[src/rtl/cnn_router_pkg.sv]
// Shared types and constants for the CNN bank write router.
package cnn_router_pkg;

  typedef enum logic [1:0] {
    IDLE = 2'd0,
    RUN  = 2'd1,
    DONE = 2'd2
  } router_state_t;

  localparam logic MODE_EXPLICIT = 1'b0;
  localparam logic MODE_AUTO     = 1'b1;

endpackage

[src/rtl/bank_fill_counter.sv]
// Saturating per-bank fill counter; full flags that DEPTH writes have landed.
module bank_fill_counter #(
  parameter int DEPTH = 120,
  parameter int CNT_W = $clog2(DEPTH + 1)
) (
  input  logic             clk,
  input  logic             rst,
  input  logic             clr,
  input  logic             inc,
  output logic [CNT_W-1:0] count,
  output logic             full
);

  logic [CNT_W-1:0] r_count;

  assign full  = (r_count == CNT_W'(DEPTH));
  assign count = r_count;

  // Count accepted writes; clr wins over inc, and the count holds at DEPTH.
  always_ff @(posedge clk or posedge rst) begin
    if (rst)              r_count <= '0;
    else if (clr)         r_count <= '0;
    else if (inc && !full) r_count <= r_count + CNT_W'(1);
  end

endmodule

[src/rtl/cnn_bank_write_router.sv]
// Registered N-way write router: steers one write port to one of NUM_CH
// bank ports, by explicit select or by an in-order auto fill sequencer.
module cnn_bank_write_router
  import cnn_router_pkg::*;
#(
  parameter int DATA_W   = 16,
  parameter int ADDR_W   = 16,
  parameter int NUM_CH   = 4,
  parameter int CH_DEPTH = 120,
  parameter int SEL_W    = $clog2(NUM_CH)
) (
  input  logic                     clk,
  input  logic                     rst,
  input  logic                     start,
  input  logic                     mode,
  input  logic                     we,
  input  logic [DATA_W-1:0]        data,
  input  logic [ADDR_W-1:0]        addr,
  input  logic [SEL_W-1:0]         select,
  output logic [NUM_CH-1:0]        we_o,
  output logic [NUM_CH*DATA_W-1:0] data_o,
  output logic [NUM_CH*ADDR_W-1:0] addr_o,
  output logic [SEL_W-1:0]         cur_ch,
  output logic [NUM_CH-1:0]        ch_full,
  output logic                     all_done,
  output logic                     err
);

  localparam int CNT_W = $clog2(CH_DEPTH + 1);
  // One extra bit so the range checks still work when 2**ADDR_W == CH_DEPTH
  // or NUM_CH is a power of two.
  localparam logic [ADDR_W:0] DEPTH_A = (ADDR_W + 1)'(CH_DEPTH);
  localparam logic [SEL_W:0]  NCH_S   = (SEL_W + 1)'(NUM_CH);
  localparam logic [SEL_W:0]  LAST_S  = (SEL_W + 1)'(NUM_CH - 1);

  router_state_t r_state, w_state_nxt;

  logic [NUM_CH-1:0][CNT_W-1:0] w_count;
  logic [NUM_CH-1:0]            w_full;
  logic [NUM_CH-1:0]            w_inc;
  logic [NUM_CH-1:0]            w_full_nxt;

  logic [SEL_W-1:0]  r_cur_ch;
  logic              r_err;
  logic [NUM_CH-1:0]        r_we_o;
  logic [NUM_CH*DATA_W-1:0] r_data_o;
  logic [NUM_CH*ADDR_W-1:0] r_addr_o;

  logic [SEL_W-1:0]         w_ch;
  logic                     w_ch_ok;
  logic                     w_tgt_full;
  logic                     w_illegal;
  logic                     w_req;
  logic                     w_acc;
  logic                     w_err_set;
  logic                     w_fill_last;
  logic [ADDR_W-1:0]        w_addr_sel;
  logic [NUM_CH*DATA_W-1:0] w_data_o;
  logic [NUM_CH*ADDR_W-1:0] w_addr_o;

  // One fill counter per bank, cleared by start.
  for (genvar g = 0; g < NUM_CH; g++) begin : g_cnt
    bank_fill_counter #(.DEPTH(CH_DEPTH), .CNT_W(CNT_W)) u_cnt (
      .clk   (clk),
      .rst   (rst),
      .clr   (start),
      .inc   (w_inc[g]),
      .count (w_count[g]),
      .full  (w_full[g])
    );
  end

  // Resolve target channel/address and classify the request as accepted,
  // dropped with error, or silently ignored.
  always_comb begin
    w_ch        = (mode == MODE_AUTO) ? r_cur_ch : select;
    w_ch_ok     = ({1'b0, w_ch} < NCH_S);
    w_tgt_full  = w_ch_ok ? w_full[w_ch] : 1'b0;
    w_addr_sel  = (mode == MODE_AUTO) ? ADDR_W'(w_count[w_ch]) : addr;
    w_illegal   = (mode == MODE_AUTO) ? w_tgt_full
                : (!w_ch_ok || ({1'b0, addr} >= DEPTH_A) || w_tgt_full);
    // start takes priority: a coincident write is neither accepted nor an error.
    w_req       = we && !start;
    w_acc       = w_req && (r_state == RUN) && !w_illegal;
    w_err_set   = w_req && (((r_state == RUN) && w_illegal) || (r_state == DONE));
    w_inc       = w_acc ? (NUM_CH'(1) << w_ch) : '0;
    w_fill_last = w_acc && (w_count[w_ch] == CNT_W'(CH_DEPTH - 1));
    w_full_nxt  = w_full | (w_fill_last ? w_inc : '0);
  end

  // Next-state: start restarts from any state; the write that fills the
  // last open bank ends the run.
  always_comb begin
    w_state_nxt = r_state;
    if (start)
      w_state_nxt = RUN;
    else if ((r_state == RUN) && w_acc && (&w_full_nxt))
      w_state_nxt = DONE;
  end

  // State register.
  always_ff @(posedge clk or posedge rst) begin
    if (rst) r_state <= IDLE;
    else     r_state <= w_state_nxt;
  end

  // Build per-channel data/address; idle channels are driven to zero.
  always_comb begin
    w_data_o = '0;
    w_addr_o = '0;
    for (int k = 0; k < NUM_CH; k++) begin
      if (w_inc[k]) begin
        w_data_o[k*DATA_W +: DATA_W] = data;
        w_addr_o[k*ADDR_W +: ADDR_W] = w_addr_sel;
      end
    end
  end

  // Output registers: one-cycle latency from input sample to bank port.
  always_ff @(posedge clk or posedge rst) begin
    if (rst) begin
      r_we_o   <= '0;
      r_data_o <= '0;
      r_addr_o <= '0;
    end else begin
      r_we_o   <= w_inc;
      r_data_o <= w_data_o;
      r_addr_o <= w_addr_o;
    end
  end

  // Auto pointer: advance only when an auto write fills the current bank,
  // holding at the last channel.
  always_ff @(posedge clk or posedge rst) begin
    if (rst)
      r_cur_ch <= '0;
    else if (start)
      r_cur_ch <= '0;
    else if (w_fill_last && (mode == MODE_AUTO) && ({1'b0, r_cur_ch} != LAST_S))
      r_cur_ch <= r_cur_ch + SEL_W'(1);
  end

  // Sticky error for dropped writes; only start or reset clear it.
  always_ff @(posedge clk or posedge rst) begin
    if (rst)            r_err <= 1'b0;
    else if (start)     r_err <= 1'b0;
    else if (w_err_set) r_err <= 1'b1;
  end

  assign we_o     = r_we_o;
  assign data_o   = r_data_o;
  assign addr_o   = r_addr_o;
  assign cur_ch   = r_cur_ch;
  assign ch_full  = w_full;
  assign all_done = (r_state == DONE);
  assign err      = r_err;

endmodule

[config.mk]
export PLATFORM = sky130hd
export DESIGN_NAME = cnn_bank_write_router
export DESIGN_NICKNAME = d
export VERILOG_FILES = /design/src/rtl/cnn_router_pkg.sv /design/src/rtl/bank_fill_counter.sv /design/src/rtl/cnn_bank_write_router.sv
export SDC_FILE = /design/constraint.sdc
export NUM_CORES = 1
export LEC_CHECK = 0
export ABC_AREA = 1
export BUFFER_PORTS_ARGS = -buffer_cell sky130_fd_sc_hd__buf_2
export CAP_MARGIN = 30
export CORE_ASPECT_RATIO = 1.4
export CORE_MARGIN = 10
export CORE_UTILIZATION = 25
export DETAILED_ROUTE_END_ITERATION = 8
export RECOVER_POWER = 100
export SYNTH_ARGS = -nofsm -noshare
export SYNTH_HDL_FRONTEND = slang
export SYNTH_HIERARCHICAL = 1
export SYNTH_SLANG_ARGS = --single-unit
[constraint.sdc]
create_clock -name clk -period 4.2 [get_ports clk]
set_input_delay 0.21 -clock clk [delete_from_list [all_inputs] [get_ports clk]]
set_output_delay 0.21 -clock clk [all_outputs]
set_load 0.01 [all_outputs]
# Word level (Yosys, flattened, before mapping)
# Index checks and enable logic that the tools add are counted.
# totals
word_cells,88
out_inout_bits,140
ff_bits,165
# classes
bitwise,1
reduce_logical,30
add_sub_neg,5
n_lt_le_gt_ge,2
n_mux,31
n_eq_ne,8
n_shift,1
# op_table
cell,n
$mux 16,9
$mux 7,9
$eq 7x7->1 const B,5
$add 7x1->7 const B,4
$ge 16x7->1 const B,1
$bmux 7 s2,1
$logic_and 1x1->1,14
$reduce_bool 2->1,7
$mux 2,5
$mux 4,2
$logic_not 1->1,6
$mux 1,4
$or 4x4->4,1
$reduce_and 4->1,1
$shl 1x2->4 const A,1
$lt 2x3->1 const B,1
$add 2x1->2 const B,1
$bmux 1 s2,1
$eq 2x1->1 const B,1
$eq 2x2->1 const B,1
$logic_or 1x1->1,2
$ne 2x2->1 const B,1

# Logic depth before layout (Yosys ltp)
# depth
depth_word,14
ltp_mapped,18
ltp_nobuf,16

# By module
# The synthesis kept the hierarchy.
# modules_own_cells
module,area_per_inst_um2,instances,cells_per_inst
cnn_bank_write_router,4758.3,1,437
bank_fill_counter,467.9,4,64

# Least setup slack after synthesis
# OpenSTA, ideal clock, no wires.
# synth_path
path_type,register to register
startpoint,register g_cnt[1].u_cnt.r_count[0]
endpoint,register g_cnt[0].u_cnt.r_count[4]
path_buffers,0
slack_ns,2.153
setup_time_ns,0.118
path_stages_with_launch,15
t_required_ns,4.082
t_arrival_ns,1.929
path_cell_list,dfrtp_1 -> inv_1 -> ha_1 -> nand3_1 -> nor2_4 -> inv_1 -> nor2_1 -> nor2_2 -> nand4_4 -> nor2_1 -> inv_1 -> nor2_4 -> nor2_4 -> nand2_1 -> nand2_1
# synth_via
elab_chain_cells,10
# synth_lines
item,line,rtl
from (decl),bank_fill_counter.sv:14,logic [CNT_W-1:0] r_count;
from (signal assigned),bank_fill_counter.sv:23,else if (inc && !full) r_count <= r_count + CNT_W'(1);
$eq 7x7->1 *,bank_fill_counter.sv:16,assign full = (r_count == CNT_W'(DEPTH));
named net ch_full[1],cnn_bank_write_router.sv:24,"output logic [NUM_CH-1:0] ch_full,"
$bmux 1 s2 *,cnn_bank_write_router.sv:78,w_tgt_full = w_ch_ok ? w_full[w_ch] : 1'b0;
$mux 1 (implied by the code) *,cnn_bank_write_router.sv:78,
$logic_or 1x1->1,cnn_bank_write_router.sv:81,": (!w_ch_ok || ({1'b0, addr} >= DEPTH_A) || w_tgt_full);"
$mux 1 *,cnn_bank_write_router.sv:80,w_illegal = (mode == MODE_AUTO) ? w_tgt_full
$logic_not 1->1 *,cnn_bank_write_router.sv:84,w_acc = w_req && (r_state == RUN) && !w_illegal;
$logic_and 1x1->1 *,cnn_bank_write_router.sv:84,
$mux 4 *,cnn_bank_write_router.sv:86,w_inc = w_acc ? (NUM_CH'(1) << w_ch) : '0;
named net w_inc[0],cnn_bank_write_router.sv:40,logic [NUM_CH-1:0] w_inc;
$logic_and 1x1->1 *,bank_fill_counter.sv:23,
$reduce_bool 2->1 (no line) *,-,
to (signal assigned),bank_fill_counter.sv:23,
to (decl),bank_fill_counter.sv:14,
# The timed path passes the listed nets; every way through them passes the cells marked *. The select of a mux whose other input is x is not followed.
# A chain may end at the register's enable or synchronous reset.

# Worst setup path in the final report
# layout_path
startpoint,register g_cnt[2].u_cnt.r_count[0]
endpoint,register r_data_o[44] (netlist: data_o[44])
# layout_via
elab_chain_cells,9
# layout_lines
item,line,rtl
from (decl),bank_fill_counter.sv:14,
from (signal assigned),bank_fill_counter.sv:23,
$eq 7x7->1 *,bank_fill_counter.sv:16,
$bmux 1 s2 *,cnn_bank_write_router.sv:78,
$mux 1 (implied by the code) *,cnn_bank_write_router.sv:78,
$logic_or 1x1->1,cnn_bank_write_router.sv:81,
$mux 1 *,cnn_bank_write_router.sv:80,
$logic_not 1->1 *,cnn_bank_write_router.sv:84,
$logic_and 1x1->1 *,cnn_bank_write_router.sv:84,
$mux 4 *,cnn_bank_write_router.sv:86,
named net w_inc[2],cnn_bank_write_router.sv:40,
$mux 16 *,cnn_bank_write_router.sv:112,if (w_inc[k]) begin
named net w_data_o[44],cnn_bank_write_router.sv:58,logic [NUM_CH*DATA_W-1:0] w_data_o;
to (signal assigned),cnn_bank_write_router.sv:127,r_data_o <= w_data_o;
to (decl),cnn_bank_write_router.sv:46,logic [NUM_CH*DATA_W-1:0] r_data_o;
# Marked as above.

==> metrics <==
Setup TNS 0 ns; routed wire length 18800 um; synth top area cells dfrtp_1, nand2_1, nor2_1; Final Hold Fails 0; pwr/cell area 393 nW/um2; Yosys top cell by area dfrtp_1; post-DP HPWL 14400 um; result of the run complete, no violations; TritonCTS clock tree yes; Tot GR Track Use 0.111; maximum vdd drop 0.275 mV; Antenna diodes 0; Layout Nets 964; core area 26100 um2; Rel. slew slack 0.181; Post-synth EDFFs 0; FF+latch count, synth around 170; H-tree depth 4; Design Power between 3 and 4 mW; f_max 0.353 GHz; final setup vio count 0; antenna-violating nets left 0; clk slew on worst S/H paths 0.07 ns; share of cells above drive strength 1 0.0980; FF-to-FF path depth 11; Die X 158 um; startpoint types register; DRC violations left 0; Post-Syn Instances a little under 700; area share of the largest cell type after synthesis 0.623; initial antenna violation count 3; gr ovfl total 0; Avg WL per Cell 15.0 um; Synth async-reset ratio 1.00; Post-Place Setup Slack 1.75 ns; boundary pin count 179; hold path depth 3; clock skew between 0.007 and 0.008 ns; Main synth FF type dfrtp_1; num rows 70; Synth Area per Inst 9.57 um2; routed vias roughly 5200; maxcap violations 0; area grow syn2layout 25.5%; Netlist Area Pre-Place 6630 um2; die height ~210 um; number of global-route vias before repair ~5400; Via density 4.12; WP data arrival 3.10 ns; PortBufs roughly 180; Worst Hold Class in2reg; global-route wire length before repair roughly 29000 um; first-pass iteration count of the detailed router 5; LEAKAGE between 4 and 5 nW; pin count of the biggest net entering global routing 104; worst setup margin 1.37 ns; Clock Tree Root clkbuf_16; PostCTS Resize Cnt 0; fin crit share 0.675; RSZ-0062 raised after global routing false; final slew viol count 0; YS warnings 6; WS Path Type reg2reg; Tmin final around 2.8 ns; Seq/Total Area, Yosys 0.623; CTS buffer count 17; gp weighted congestion 0.873; Crit Path Max Fanout 23; Starting DRT DRC Count 310; Worst Setup End Kind register; worst skew pair latency ~0.43 ns; Num Clock Sinks 165; CTS Buffer Depth 2; CP Data Required Time 4.47 ns; initial core utilization 0.254; actual slew at the worst max-slew pin 1.23 ns; die area around 34000 um2; post-synth cell types 28
-- registers in the layout, indices dropped and copies added, names as in the netlist --
| name | flops |
|---|---|
| cur_ch | 2 |
| err | 1 |
| addr_o | 64 |
| data_o | 64 |
| g_cnt.u_cnt/count | 28 |
| r_state | 2 |
| we_o | 4 |
-- critical path: stages, from the launching register on --
cell	delay, ns
dfrtp_1	0.41
inv_1	0.11
ha_1	0.19
nand3_1	0.10
nor2_1	0.23
inv_1	0.10
o21ai_0	0.21
nand2_2	0.07
nand4_1	0.22
nor2_1	0.16
inv_1	0.74
nor2_1	0.11
-- Yosys cell counts (8+ instances only) --
cell and count:
nand3b_1 11, o21ai_1 18, ha_1 9, nor2_4 13, nor2_1 129, nand4_1 17, inv_1 95, nand3_1 48
buf_2 8, inv_2 8, o21ai_0 9, nand2_1 130, dfrtp_1 165
-- kinds of logic after synthesis --
| group | after synthesis | synth area share |
|---|---|---|
| and+or+nand+nor | 360 | 0.251 |
| adders and majority gates | 9 | 0.0170 |
| buffers and inverters | 116 | 0.0717 |
| DFF | 165 | 0.623 |
| other | 1 | 0.000566 |
| AOI/OAI and AO/OA | 37 | 0.0302 |
| xor gates and xnor gates | 5 | 0.00660 |
-- repair_timing --
item,in CTS,in global routing
hold endpoints to repair,40,0
hold buffers,1,0
buffers inserted,0,0
-- cells in the final DEF, fill, tap and decap left out --
master	n
dfrtp_1	165
clkbuf_1	140
nor2_1	139
nand2_1	130
inv_1	98
nand3_1	48
buf_2	40
conb_1	36
o21ai_0	20
nand4_1	18
clkbuf_16	17
nand3b_1	11
ha_1	9
o21ai_1	7
nor2_4	5
xor2_1	5
inv_8	4
clkinv_4	4
inv_2	4
a21oi_1	4
o21bai_1	4
nand2_2	3
nand2_4	3
inv_6	3
clkinvlp_4	2
clkinv_2	2
nor3_1	1
nand2_8	1
nor2_2	1
clkinvlp_2	1
a211oi_1	1
a22oi_1	1
dlygate4sd3_1	1
buf_16	1
-- metal layers --
layer  wire length [um]  global-route usage  vias to the layer above
met1               7410               0.120                     2388
met5                 46                   0                        -
met4                430              0.0436                        6
met2               9270               0.193                      183
li1                   -                   -                     2554
met3               1640              0.0401                       31
-- power by group --
group	internal [mW]	switching (mW)
combinational	0.0502	0.148
clock	0.774	0.673
sequential	1.62	0.00861
-- per-stage QoR --
stage	cell area [um2]	utilization	hold slack (ns)	cells
2_1_floorplan	6760	-	0.0134	728
3_3_place_gp	7990	0.306	0.265	1219
3_5_place_dp	8020	0.307	0.220	1220
4_1_cts	8580	0.329	0.0359	1253
5_1_grt	8320	0.319	0.0559	1253
6_report	8320	0.319	0.0521	1253
-- cell type report --
class                      count  area [um2]
sequential                   165        4130
fill                        2744       17800
clock inverter                14         120
tap                          324         405
clock buffer                  18         429
inverter                     104         399
timing repair buffer         181         759
multi-input combinational    447        2080
-- path summary, 6_finish.rpt --
check	startpoint	to	slack [ns]
max	g_cnt[2].u_cnt/count[0]$_DFFE_PP0P_	data_o[44]$_DFF_PP0_	1.37
min in group asynchronous	rst	g_cnt[3].u_cnt/count[1]$_DFFE_PP0P_	0.44
max in group asynchronous	rst	data_o[31]$_DFF_PP0_	1.58
max reg2reg	g_cnt[2].u_cnt/count[0]$_DFFE_PP0P_	data_o[44]$_DFF_PP0_	1.37
min reg2reg	r_state[1]$_DFFE_PP0P_	r_state[1]$_DFFE_PP0P_	0.52
min	data[8]	data_o[8]$_DFF_PP0_	0.05
(Power assumes the default switching activity.)
